$ cat config.mk
export PLATFORM = sky130hd
export DESIGN_NAME = sram_phy
export DESIGN_NICKNAME = d
export VERILOG_FILES = /design/src/rtl/sram_phy_pkg.sv /design/src/rtl/sram_phy.sv
export SDC_FILE = /design/constraint.sdc
export NUM_CORES = 1
export LEC_CHECK = 0
export ABC_AREA = 1
export BUFFER_PORTS_ARGS = -buffer_cell sky130_fd_sc_hd__buf_2
export CELL_PAD_IN_SITES_DETAIL_PLACEMENT = 1
export CELL_PAD_IN_SITES_GLOBAL_PLACEMENT = 1
export CORE_MARGIN = 4
export CORE_UTILIZATION = 28
export DETAILED_ROUTE_END_ITERATION = 8
export PLACE_DENSITY = 0.81
export SLEW_MARGIN = 20
export SYNTH_ARGS = -nofsm -noshare
export SYNTH_HDL_FRONTEND = slang
export SYNTH_SLANG_ARGS = --single-unit
$ cat constraint.sdc
create_clock -name clk -period 1.4 [get_ports clk]
set_clock_uncertainty 0.15 [all_clocks]
set_input_delay 0 -clock clk [delete_from_list [all_inputs] [get_ports clk]]
set_output_delay 0 -clock clk [all_outputs]
set_load 0.005 [all_outputs]
$ cat src/rtl/sram_phy_pkg.sv
// Shared types and constants for the asynchronous SRAM physical-side controller.
package sram_phy_pkg;

   localparam int SRAM_ADDR_WIDTH = 20;
   localparam int SRAM_DATA_WIDTH = 32;

   typedef enum logic [2:0] {
      IDLE,
      READ,
      WR_SETUP,
      WR_PULSE,
      WR_HOLD
   } SRAM_PHY_STATE;

   typedef struct packed {
      logic                           we;
      logic [SRAM_ADDR_WIDTH-1:0]     addr;
      logic [SRAM_DATA_WIDTH-1:0]     wdata;
      logic [SRAM_DATA_WIDTH/8-1:0]   be;
   } SRAM_PHY_REQ;

   function automatic int maxInt(input int a, input int b);
      return (a > b) ? a : b;
   endfunction

endpackage

$ cat src/rtl/sram_phy.sv
// Sequences CE#/OE#/WE#/BE# and the data-bus drive for single-word SRAM accesses,
// returning a one-cycle response on completion. Every SRAM-side output is a register.
module sram_phy
   import sram_phy_pkg::*;
#(
   parameter int ADDR_WIDTH  = SRAM_ADDR_WIDTH,
   parameter int DATA_WIDTH  = SRAM_DATA_WIDTH,
   parameter int READ_CYCLES = 3,
   parameter int WE_CYCLES   = 2
) (
   input  logic                    clk,
   input  logic                    rst_n,
   input  logic                    req_valid,
   output logic                    req_ready,
   input  logic                    req_we,
   input  logic [ADDR_WIDTH-1:0]   req_addr,
   input  logic [DATA_WIDTH-1:0]   req_wdata,
   input  logic [DATA_WIDTH/8-1:0] req_be,
   output logic                    resp_valid,
   output logic [DATA_WIDTH-1:0]   resp_rdata,
   output logic [ADDR_WIDTH-1:0]   sram_addr,
   output logic [DATA_WIDTH-1:0]   sram_dq_o,
   output logic                    sram_dq_oe,
   input  logic [DATA_WIDTH-1:0]   sram_dq_i,
   output logic                    sram_ce_n,
   output logic                    sram_oe_n,
   output logic                    sram_we_n,
   output logic [DATA_WIDTH/8-1:0] sram_be_n
);

   localparam int BE_WIDTH = DATA_WIDTH / 8;
   localparam int CNT_W    = $clog2(maxInt(READ_CYCLES, WE_CYCLES) + 1);
   localparam logic [CNT_W-1:0] READ_LOAD = CNT_W'(READ_CYCLES - 1);
   localparam logic [CNT_W-1:0] WE_LOAD   = CNT_W'(WE_CYCLES - 1);

   SRAM_PHY_STATE state_q, state_d;
   logic [CNT_W-1:0]      cnt_q, cnt_d;
   logic [ADDR_WIDTH-1:0] addr_q, addr_d;
   logic [DATA_WIDTH-1:0] dqOut_q, dqOut_d;
   logic                  dqOe_q, dqOe_d;
   logic                  ceN_q, ceN_d;
   logic                  oeN_q, oeN_d;
   logic                  weN_q, weN_d;
   logic [BE_WIDTH-1:0]   beN_q, beN_d;
   logic                  respValid_q, respValid_d;
   logic [DATA_WIDTH-1:0] respRdata_q, respRdata_d;

   always_ff @(posedge clk) begin
      if (!rst_n) begin
         state_q     <= IDLE;
         cnt_q       <= '0;
         addr_q      <= '0;
         dqOut_q     <= '0;
         dqOe_q      <= 1'b0;
         ceN_q       <= 1'b1;
         oeN_q       <= 1'b1;
         weN_q       <= 1'b1;
         beN_q       <= '1;
         respValid_q <= 1'b0;
         respRdata_q <= '0;
      end else begin
         state_q     <= state_d;
         cnt_q       <= cnt_d;
         addr_q      <= addr_d;
         dqOut_q     <= dqOut_d;
         dqOe_q      <= dqOe_d;
         ceN_q       <= ceN_d;
         oeN_q       <= oeN_d;
         weN_q       <= weN_d;
         beN_q       <= beN_d;
         respValid_q <= respValid_d;
         respRdata_q <= respRdata_d;
      end
   end

   // Outputs are computed one state ahead so that the registered strobes line up
   // with the state they belong to; address and write data simply hold in IDLE.
   always_comb begin
      state_d     = state_q;
      cnt_d       = cnt_q;
      addr_d      = addr_q;
      dqOut_d     = dqOut_q;
      dqOe_d      = dqOe_q;
      ceN_d       = ceN_q;
      oeN_d       = oeN_q;
      weN_d       = weN_q;
      beN_d       = beN_q;
      respValid_d = 1'b0;
      respRdata_d = respRdata_q;
      unique case (state_q)
         IDLE: begin
            if (req_valid && req_ready) begin
               addr_d = req_addr;
               ceN_d  = 1'b0;
               if (req_we) begin
                  state_d = WR_SETUP;
                  dqOut_d = req_wdata;
                  dqOe_d  = 1'b1;
                  beN_d   = ~req_be;
               end else begin
                  state_d = READ;
                  cnt_d   = READ_LOAD;
                  oeN_d   = 1'b0;
                  beN_d   = '0;
               end
            end
         end
         READ: begin
            if (cnt_q == '0) begin
               state_d     = IDLE;
               respRdata_d = sram_dq_i;
               respValid_d = 1'b1;
               ceN_d       = 1'b1;
               oeN_d       = 1'b1;
               beN_d       = '1;
            end else begin
               cnt_d = cnt_q - 1'b1;
            end
         end
         WR_SETUP: begin
            state_d = WR_PULSE;
            cnt_d   = WE_LOAD;
            weN_d   = 1'b0;
         end
         WR_PULSE: begin
            if (cnt_q == '0) begin
               state_d = WR_HOLD;
               weN_d   = 1'b1;
            end else begin
               cnt_d = cnt_q - 1'b1;
            end
         end
         WR_HOLD: begin
            state_d     = IDLE;
            respValid_d = 1'b1;
            ceN_d       = 1'b1;
            dqOe_d      = 1'b0;
            beN_d       = '1;
         end
         default: state_d = IDLE;
      endcase
   end

   assign req_ready  = (state_q == IDLE);
   assign resp_valid = respValid_q;
   assign resp_rdata = respRdata_q;
   assign sram_addr  = addr_q;
   assign sram_dq_o  = dqOut_q;
   assign sram_dq_oe = dqOe_q;
   assign sram_ce_n  = ceN_q;
   assign sram_oe_n  = oeN_q;
   assign sram_we_n  = weN_q;
   assign sram_be_n  = beN_q;

endmodule

==> summary.md, run 1 <==
| Metric | Value |
|---|---|
| Outcome | finished, violations left |
| Failing checks | setup timing |
| WL met2 | around 9200 um |
| Drt first pass iters | 4 |
| Drt total wl | between 15000 and 20000 um |
| Top_reg_cell synth | dfxtp_1 |
| Post-Syn Area | about 0.0037 sq mm |
| Syn Area/Cell | 7.868 sq um |
| Max Clk Rate | between 600 and 700 MHz |
| Final net count | ~860 |
| Placed cells | just over 800 |
| Worst r2r src | state_q[1] |
| Count leader, synth | nor2_1 |
| Final period util | 1.118 |
| Yosys cell types | 27 |
| R2R Setup Slk | -170 ps |
| Worst Reg-to-Reg Cells | 7 |
| Post-layout min period | approximately 1600 ps |
| RePlAce Congestion | 0.7888 |
| Antenna violations before repair | 0 |
| Worst min path class | in -> reg |
| # DRC | 0 |
| N_diodes | 0 |
| Largest net degree at the start of global routing | 46 |
| Tot Pwr | around 9.4 mW |
| Worst VDD drop | 508.4 uV |
| I/O pin total | between 150 and 200 |
| Setup Crit Path Kind | reg -> reg |
| Via count | between 4000 and 5000 |
| CTS tree | done |
| Starting Density | 0.2876 |
| Routed wl met3 | about 850 um |
| WP data required | between 1000 and 1500 ps |
| Starting DRT DRC Count | 198 |
| RSZ-0062 raised after global routing | true |
| Uppermost layer routed | met4 |
| H-tree depth | 3 |
| Layout area overhead | 80.61% |
| Cell leakage power | 3.094 nW |
| Hold Path Sink | sram_addr[15] |
| Synthesized net count | ~560 |
| Port Buffer Count | 185 |
| Clk slew on worst S/H paths | 70 ps |
| Total core area | around 0.013 sq mm |
| Root Driver | clkbuf_16 |
| Global-route wire length before repair | around 25000 um |
| Crit path max fanout | 33 |
| Top cells by area, synth | dfxtp_1 54%, nor2_1 14%, o21ai_0 8.1% |
| Core Rows | ~40 |
| Num CTS Buffers | 9 |
| Hold Path Depth | 4 |
| GRT Total Usage | 0.2094 |
| Min-Delay Startpoint | req_valid |
| Post-synth top area cell | dfxtp_1 |
| FFs w/ async S/R, synth | 0 |
| Worst-Margin Slew | roughly 420 ps |
| Vias in the first global route | 4835 |
| Clock sink count | a little under 100 |
| Startpoint types | flip-flop |
| Pins Over Slew Limit | 0 |
| R2R Path End | sram_dq_o[11] |
| Synth Register Bits | 98 |
| Number of flops mapped to enable cells by yosys | 0 |
| Yosys synthesis warning count | 0 |
| Die X | about 120 um |
| Final Hold Vio Count | 0 |
| Post-synth top area share | 0.5363 |
| Antenna viol nets, final | 0 |
| Final Non-Filler Cells | about 950 |
| Vias/cell | around 4.7 |
| Chip Height | ~120 um |
| Final worst setup slack | -165.6 ps |
| Sequential share of the synthesized area | 0.5363 |
| Area of placed instances | roughly 0.005 sq mm |
| Total Die Area | 0.01496 sq mm |
| WP data arrival | approximately 1600 ps |
| Max_cap viols | 0 |
| Final design utilization | 0.5194 |
| Final Cell Area | 0.006608 sq mm |
| # setup viols final | 90 |
| Pwr dens | roughly 1400 mW/mm^2 |
| Gr ovfl total | 0 |
| Share of layout cells above drive strength 1 | 0.4217 |
| HPWL after DPL | 9036 um |
| Mapped Cells | ~470 |
| Crit path capture type | flip-flop |
| Routed WL per cell | about 18 um |
| Rel. slew slack | 0.7192 |
| Max Buffers Root-to-Sink | 2 |
| Wl on met1 | 6245 um |
| Commonest cells in the synthesized netlist | 139 x nor2_1, 98 x dfxtp_1, 59 x o21ai_0, 46 x nand2_1, 26 x nand3_1 |
| Clock latency on the worst-skew pair | 340 ps |
==> logic make-up (layout without fill, tap and decap cells) <==
| family | after synthesis | count (layout) | share of synthesized area |
|---|---|---|---|
| buffers and inverters | 44 | 351 | 0.06395 |
| adder cells (fa/ha/maj) | 1 | 1 | 0.003419 |
| AND/OR/NAND/NOR | 227 | 228 | 0.2640 |
| AO/OA/AOI/OAI | 95 | 95 | 0.1324 |
| flip-flops | 98 | 98 | 0.5363 |
==> layer usage <==
| metal | vias up | global-route usage |
|---|---|---|
| met5 | - | 0 |
| met1 | 2145 | 0.2177 |
| met2 | 151 | 0.4057 |
| met3 | 31 | 0.04009 |
| met4 | 0 | 0.08817 |
| li1 | 2118 | - |
==> state kept, by name, indices dropped and copies added (netlist names) <==
register and cells:
sram_dq_o 32, sram_addr 20, sram_dq_oe 1, cnt_q 2, resp_valid 1, resp_rdata 32, sram_ce_n 1, sram_oe_n 1
sram_be_n 4, state_q 3, sram_we_n 1
==> where the power goes <==
group	internal [mW]	total [mW]	switching, mW
clock	1.31	2.38	1.07
combinational	1.65	3.44	1.79
sequential	3.28	3.56	0.282
==> cells in the final DEF (no fill, tap or decap), types with 10 or more instances in the layout <==
master,instances
a21oi_1,13
nor2_2,26
o21ai_1,34
buf_2,184
o21ai_0,30
nor2_1,110
buf_6,10
dfxtp_1,93
nand2_1,42
dlygate4sd3_1,90
a21oi_2,11
clkbuf_16,12
nand3_1,20
buf_4,26
==> per-stage QoR <==
step / hold WS [ps] / setup TNS [ps] / setup slack (ps)
after floorplan: -15.09 / 0 / 30.66
after global placement: 70.37 / -3601 / -120.7
after detailed placement: 78.70 / -9418 / -192.5
after CTS: 17.69 / -1762 / -91.96
after global routing: 47.47 / -14540 / -211.9
final: 40.47 / -6594 / -165.6
==> critical path, cell delays in order, from the launching register on <==
cell and delay (ps):
dfxtp_4 360, nor2_4 190, nand3_4 110, nor2_4 170, buf_12 140, inv_8 100, nor2_2 140, nor2_1 70
==> area by class of cell <==
type,instances,area (sq um)
sequential,98,1976
timing repair buffer,319,2320
fill,1532,6115
inverter,16,72.57
clock buffer,13,260.3
clock inverter,3,22.52
multi-input combinational,324,1742
tap,172,215.2
==> what timing repair did <==
action                     4_1_cts  5_1_grt
hold buffers                    90        0
hold endpoints to repair        95        0
setup endpoints to repair       95       96
setup buffers                    9        7
gates cloned                     1        4
pin swaps                        9       20
resized for setup               61       67
==> worst max-delay path by stage <==
stage | startpoint | to
CTS | state_q[0] | req_ready
global route | state_q[1] | sram_dq_o[30]
floorplan | cnt_q[0] | sram_be_n[0]
detailed placement | cnt_q[0] | sram_be_n[2]
global placement | state_q[2] | sram_dq_o[21]
finish | state_q[1] | sram_dq_o[11]
Note: power is estimated with default switching activity, not from simulation.
==> inputs of run 2 (changes only) <==
REMOVE_ABC_BUFFERS = 1   (was default)
==> run 2 against run 1 <==
  * The flow still finishes with violations (setup timing)
  * Sequential power up 4%
  * Clock-buffer cell count fell by 2
  * First-iteration DRC count fell by 38%
  * Register-to-register slack worse by 80 ps
  * Flip-flop and latch count did not move
  * Critical path type unchanged
  * Critical endpoint is now sram_dq_o[15]
  * Largest power group is now combinational logic
  * Highest routed layer unchanged
==> summary.md, run 2 (same netlist as run 1, synthesis figures left out) <==
| Metric | Value |
|---|---|
| Largest net degree at the start of global routing | 36 (-22%) |
| Reg area | 0.001976 sq mm (unchanged) |
| Routed WL per cell | 20.28 um (+14%) |
| H-tree depth | 3 (unchanged) |
| Clk slew on worst S/H paths | 70 ps (about the same) |
| Layout area overhead | 100.7% |
| Drt total wl | 19530 um (+16%) |
| Final Hold Vio Count | 0 (unchanged) |
| Failing checks | setup timing |
| Sw Ratio | 0.3485 (+0.01340) |
| Gr ovfl total | 0 (unchanged) |
| Die X | 122.3 um (unchanged) |
| Chip Height | 122.3 um (unchanged) |
| Psw | 3.714 mW (+18%) |
| Via count | 4730 (+6.4%) |
| Post-layout min period | 1646 ps (+80.27 ps) |
| Max Buffers Root-to-Sink | 2 (unchanged) |
| Root Driver | clkbuf_16 |
| Antenna viol nets, final | 0 (unchanged) |
| Power share of the clock group | 0.243 (-0.011) |
| Final Cell Area | 0.007342 sq mm (+11%) |
| Vias in the first global route | 5161 (+6.7%) |
| Total core area | 0.01272 sq mm (unchanged) |
| Worst VDD drop | 697.2 uV (+37%) |
| Setup Crit Path Kind | reg -> reg |
| # DRC | 0 (unchanged) |
| Outcome | finished, violations left |
| HPWL after DPL | 9441 um (+4.5%) |
| FILL cells | 1453 (-5.2%) |
| GRT Total Usage | 0.2323 (+0.02296) |
| Cell leakage power | 3.347 nW (+8.2%) |
| RSZ-0062 raised after global routing | true |
| Commonest cells after routing, fill and taps aside | 184 x buf_2, 93 x dfxtp_1, 91 x dlygate4sd3_1 |
| Core Rows | 41 (unchanged) |
| Share of power burned in registers | 0.346 (-0.033) |
| Crit path capture type | flip-flop |
| Worst min path class | in -> reg |
| Global-route wire length before repair | 26860 um (+9.4%) |
| Antenna violations before repair | 1 (+1) |
| Final period util | 1.176 (+0.05733) |
| Pins Over Slew Limit | 0 (unchanged) |
| Place WS | -150.6 ps (+41.89 ps) |
| Startpoint types | flip-flop |
| I/O pin total | 186 (unchanged) |
| Num CTS Buffers | 9 (unchanged) |
| Comb power frac | 0.410 (+0.043) |
| Area of placed instances | 0.004890 sq mm (+0.21%) |
| Starting Density | 0.2876 (unchanged) |
| Max Clk Rate | 607.6 MHz (-4.9%) |
| Final net count | 878 (+2.0%) |
| Max_cap viols | 0 (unchanged) |
| # setup viols final | 94 (+4.4%) |
| Most common cell after layout, fill and taps aside | buf_2 |
| WP data required | 1490 ps (about the same) |
| Pwr dens | 1451 mW/mm^2 (+2.2%) |
| Rel. slew slack | 0.6225 (-0.09667) |
| RePlAce Congestion | 0.7664 (-2.8%) |
| Internal cell power | 6.942 mW (+11%) |
| Footprint of the multi-input gates | 0.002142 sq mm (+23%) |
| Share of layout cells above drive strength 1 | 0.5228 (+0.1011) |
| Worst setup startpoint | state_q[1] |
| Tot Pwr | 10.66 mW (+14%) |
| Final worst setup slack | -245.9 ps (-80.27 ps) |
| Drt first pass iters | 4 (unchanged) |
| Total Die Area | 0.01496 sq mm (unchanged) |
| Vias/cell | 4.912 (+4.4%) |
| Crit path max fanout | 33 (unchanged) |
| Clock sink count | 98 (unchanged) |
| Min-Delay Startpoint | req_wdata[26] |
| Starting DRT DRC Count | 123 (-38%) |
| Worst r2r src | state_q[1] |
| Port Buffer Count | 185 (unchanged) |
| WP data arrival | 1730 ps (+90 ps) |
| Final design utilization | 0.5771 (+0.05773) |
| Clock latency on the worst-skew pair | 350 ps (about the same) |
| Worst-Margin Slew | 566.2 ps (+145.0 ps) |
| CTS tree | done |
run 2: cell types whose count changed in the layout (fill, tap and decap cells not counted), sizes merged:
| cell | previous run | this run |
|---|---|---|
| diode | 0 | 1 |
| bufinv | 0 | 1 |
| nand3 | 31 | 30 |
| clkinv | 4 | 5 |
| buf | 226 | 242 |
| dlygate4sd3 | 90 | 91 |
| clkinvlp | 0 | 1 |
| inv | 15 | 14 |
| clkbuf | 16 | 15 |
run 2: what timing repair did:
action                                  in CTS  in global routing
cloned                                       6                  4
pin swaps                                   38                 68
hold buffers                                91                  0
endpoints found under the setup margin      95                 97
resized for setup                          138                143
hold endpoints to repair                    94                  0
buffers inserted                            19                  6
run 2: power groups by stage:
stage,Combinational [mW],Sequential (mW),Clock (mW)
after CTS,3.52,3.56,2.64
after detailed placement,2.44,3.57,0
after floorplan,1.07,3.60,0
after global placement,2.32,3.54,0
final,4.37,3.69,2.59
after global routing,4.66,3.74,2.74
run 2: layer usage:
| metal | global-route usage | wire length [um] | up-vias |
|---|---|---|---|
| li1 | - | - | 2164 |
| met1 | 0.2364 | 7051 | 2267 |
| met2 | 0.4332 | 10290 | 243 |
| met3 | 0.06912 | 1381 | 56 |
| met4 | 0.1078 | 811 | 0 |
| met5 | 0 | 0 | - |
run 2: final timing paths:
check / endpoint / slack (ps) / depth (start not counted)
min reg2reg: sram_oe_n / 310 / 2
min: sram_dq_o[26] / 260 / 4
max reg2reg: sram_dq_o[15] / -250 / 7
max: sram_dq_o[15] / -250 / 7
run 2: final cells by class:
type | instances | share of cell area
repair buffers | 337 | 0.3557
multi-input cells | 323 | 0.2918
flip-flops and latches | 98 | 0.2691
clock buffers | 11 | 0.03442
well taps | 172 | 0.02931
inverters | 16 | 0.01227
clock inverters | 5 | 0.007157
diodes | 1 | 0.0003408
run 2: per-stage QoR:
| stage | setup TNS, ps | hold WS [ps] | std cells |
|---|---|---|---|
| floorplan | -24150 | -65.78 | 437 |
| global placement | -3076 | 72.98 | 824 |
| detailed placement | -7688 | 80.36 | 824 |
| CTS | -4376 | 229.7 | 955 |
| global route | -15630 | 281.5 | 963 |
| finish | -9659 | 261.4 | 963 |
run 2: worst max-delay path: stages, from the launching register on:
cell	delay, ps
dfxtp_4	360
nor2_4	190
nand3_4	110
nor2_4	160
buf_12	160
inv_12	80
nor2_1	230
nor2_2	90
==> inputs of run 3 (changes only) <==
GPL_ROUTABILITY_DRIVEN = 0   (was default)
SKIP_LAST_GASP = 1   (was default)
==> run 3 against run 2 <==
  * Setup slack gained 41 ps
  * Cell count grew 0.10%
  * Global-route usage grew 0.090 points
  * Non-clock buffer count grew 1
  * Highest routed layer unchanged
  * The run still ends with setup timing left
  * Die area is the same
  * Core utilization shrank 1.5 points
  * Register-to-register slack gained 40 ps
  * Hold slack lost 12 ps
  * Sequential power shrank 2%
  * Critical path depth is the same
==> summary.md, run 3 (same netlist as run 1, synthesis figures left out) <==
| Metric | Value |
|---|---|
| Outcome | finished, violations left |
| Failing checks | setup timing |
| Worst setup startpoint | state_q[1] |
| Final worst setup slack | -205.4 ps (+40.53 ps) |
| # DRC | 0 (unchanged) |
| # setup viols final | 96 (+2.1%) |
| Clock sink count | 98 (unchanged) |
| Core Rows | 41 (unchanged) |
| Via count | 4670 (-1.3%) |
| Antenna viol nets, final | 0 (unchanged) |
| Post-layout min period | 1605 ps (-40.53 ps) |
| Final period util | 1.147 (-0.02895) |
| WP data required | 1480 ps (about the same) |
| Pins Over Slew Limit | 0 (unchanged) |
| I/O pin total | 186 (unchanged) |
| Most common cell after layout, fill and taps aside | buf_2 |
| CTS tree | done |
| Total core area | 0.01272 sq mm (unchanged) |
| Antenna violations before repair | 1 (unchanged) |
| Fin Hold WS | 249.5 ps (-11.92 ps) |
| Layout area overhead | 95.55% |
| Worst r2r src | state_q[1] |
| Vias in the first global route | 5209 (+0.93%) |
| Drt first pass iters | 4 (unchanged) |
| Clock latency on the worst-skew pair | 350 ps (about the same) |
| GRT Total Usage | 0.2332 (+0.0008968) |
| Pwr dens | 1456 mW/mm^2 (+0.33%) |
| Startpoint types | flip-flop |
| Largest net degree at the start of global routing | 36 (unchanged) |
| Total Die Area | 0.01496 sq mm (unchanged) |
| Rel. slew slack | 0.6649 (+0.04239) |
| Crit path max fanout | 7 (-79%) |
| H-tree depth | 3 (unchanged) |
| Crit path capture type | flip-flop |
| Share of layout cells above drive strength 1 | 0.4956 (-0.02721) |
| Max Clk Rate | 622.9 MHz (+2.5%) |
| Starting DRT DRC Count | 111 (-9.8%) |
| Max_cap viols | 0 (unchanged) |
| Chip Height | 122.3 um (unchanged) |
| Worst VDD drop | 723.0 uV (+3.7%) |
| Vias/cell | 4.844 (-1.4%) |
| Placed cells | 824 (unchanged) |
| Drt total wl | 18780 um (-3.9%) |
| Root Driver | clkbuf_16 |
| Setup Crit Path Kind | reg -> reg |
| RSZ-0062 raised after global routing | true |
| Final Hold Vio Count | 0 (unchanged) |
| Die X | 122.3 um (unchanged) |
| Final net count | 879 (+0.11%) |
| Clk slew on worst S/H paths | 70 ps (about the same) |
| Commonest cells after routing, fill and taps aside | 184 x buf_2, 95 x nor2_1, 93 x dfxtp_1 |
| WP data arrival | 1680 ps (-50 ps) |
| Worst-Margin Slew | 502.6 ps (-63.58 ps) |
| HPWL after DPL | 9441 um (unchanged) |
| Worst min path class | in -> reg |
| Port Buffer Count | 185 (unchanged) |
| Gr ovfl total | 0 (unchanged) |
| Min-Delay Startpoint | req_wdata[13] |
| Num CTS Buffers | 9 (unchanged) |
| Place WS | -150.6 ps (unchanged) |
| Global-route wire length before repair | 26880 um (about the same) |
| Cell leakage power | 3.305 nW (-1.3%) |
| Final Non-Filler Cells | 964 (+0.10%) |
| Routed WL per cell | 19.48 um (-4.0%) |
| Starting Density | 0.2876 (unchanged) |
| Max Buffers Root-to-Sink | 2 (unchanged) |
run 3: cell types whose count changed in the layout (fill, tap and decap cells not counted), sizes merged:
cell    before  now
clkbuf      15   14
buf        242  244
run 3: path summary, 6_finish.rpt:
kind,depth (start not counted),end,slack [ps]
max,7,sram_be_n[3],-210
min,4,sram_dq_o[13],250
max reg2reg,7,sram_be_n[3],-210
min reg2reg,2,sram_addr[3],320
run 3: what timing repair did:
item	in CTS	in global routing
hold buffers	91	0
endpoints found under the setup margin	95	97
pin swaps	37	62
gates resized for setup	108	123
setup buffers	19	10
cloned	6	3
endpoints found under the hold margin	94	0
run 3: power breakdown:
group / total [mW] / switching (mW) / internal, mW / leakage, nW
clock network: 2.60 / 1.13 / 1.48 / 0.151
logic: 4.18 / 2.08 / 2.10 / 2.35
registers: 3.63 / 0.353 / 3.28 / 0.806
total: 10.4 / 3.57 / 6.85 / 3.30
run 3: per-layer routing:
metal  vias up  routed length [um]  track usage
met5         -                   0            0
met4         0                 774       0.1162
met3        54                1502      0.07880
met2       203                9756       0.4291
met1      2251                6743       0.2331
li1       2162                   -            -
run 3: final cells by class:
class	count	area, sq um
clock inverters	5	52.55
fillers	1493	5568
diodes	1	2.502
inverters	16	90.09
repair buffers	338	2621
well taps	172	215.2
clock buffers	11	252.7
flip-flops and latches	98	1976
multi-input cells	323	1944
run 3: worst max-delay path, stage by stage, from the launching register on:
cell	delay [ps]
dfxtp_4	360
nor2_4	190
buf_4	150
buf_6	100
nand3_4	150
buf_4	190
nand4_1	90
nand3_2	100
run 3: per-stage QoR:
stage | power (mW) | utilization | cell area [sq um] | setup TNS, ps
3_3_place_gp | 5.859 | 0.3843 | 4890 | -3076
2_1_floorplan | 4.675 | - | 3486 | -24150
4_1_cts | 9.680 | 0.5259 | 6690 | -4846
3_5_place_dp | 6.015 | 0.3843 | 4890 | -7688
6_report | 10.42 | 0.5624 | 7154 | -9833
5_1_grt | 10.92 | 0.5624 | 7154 | -15660
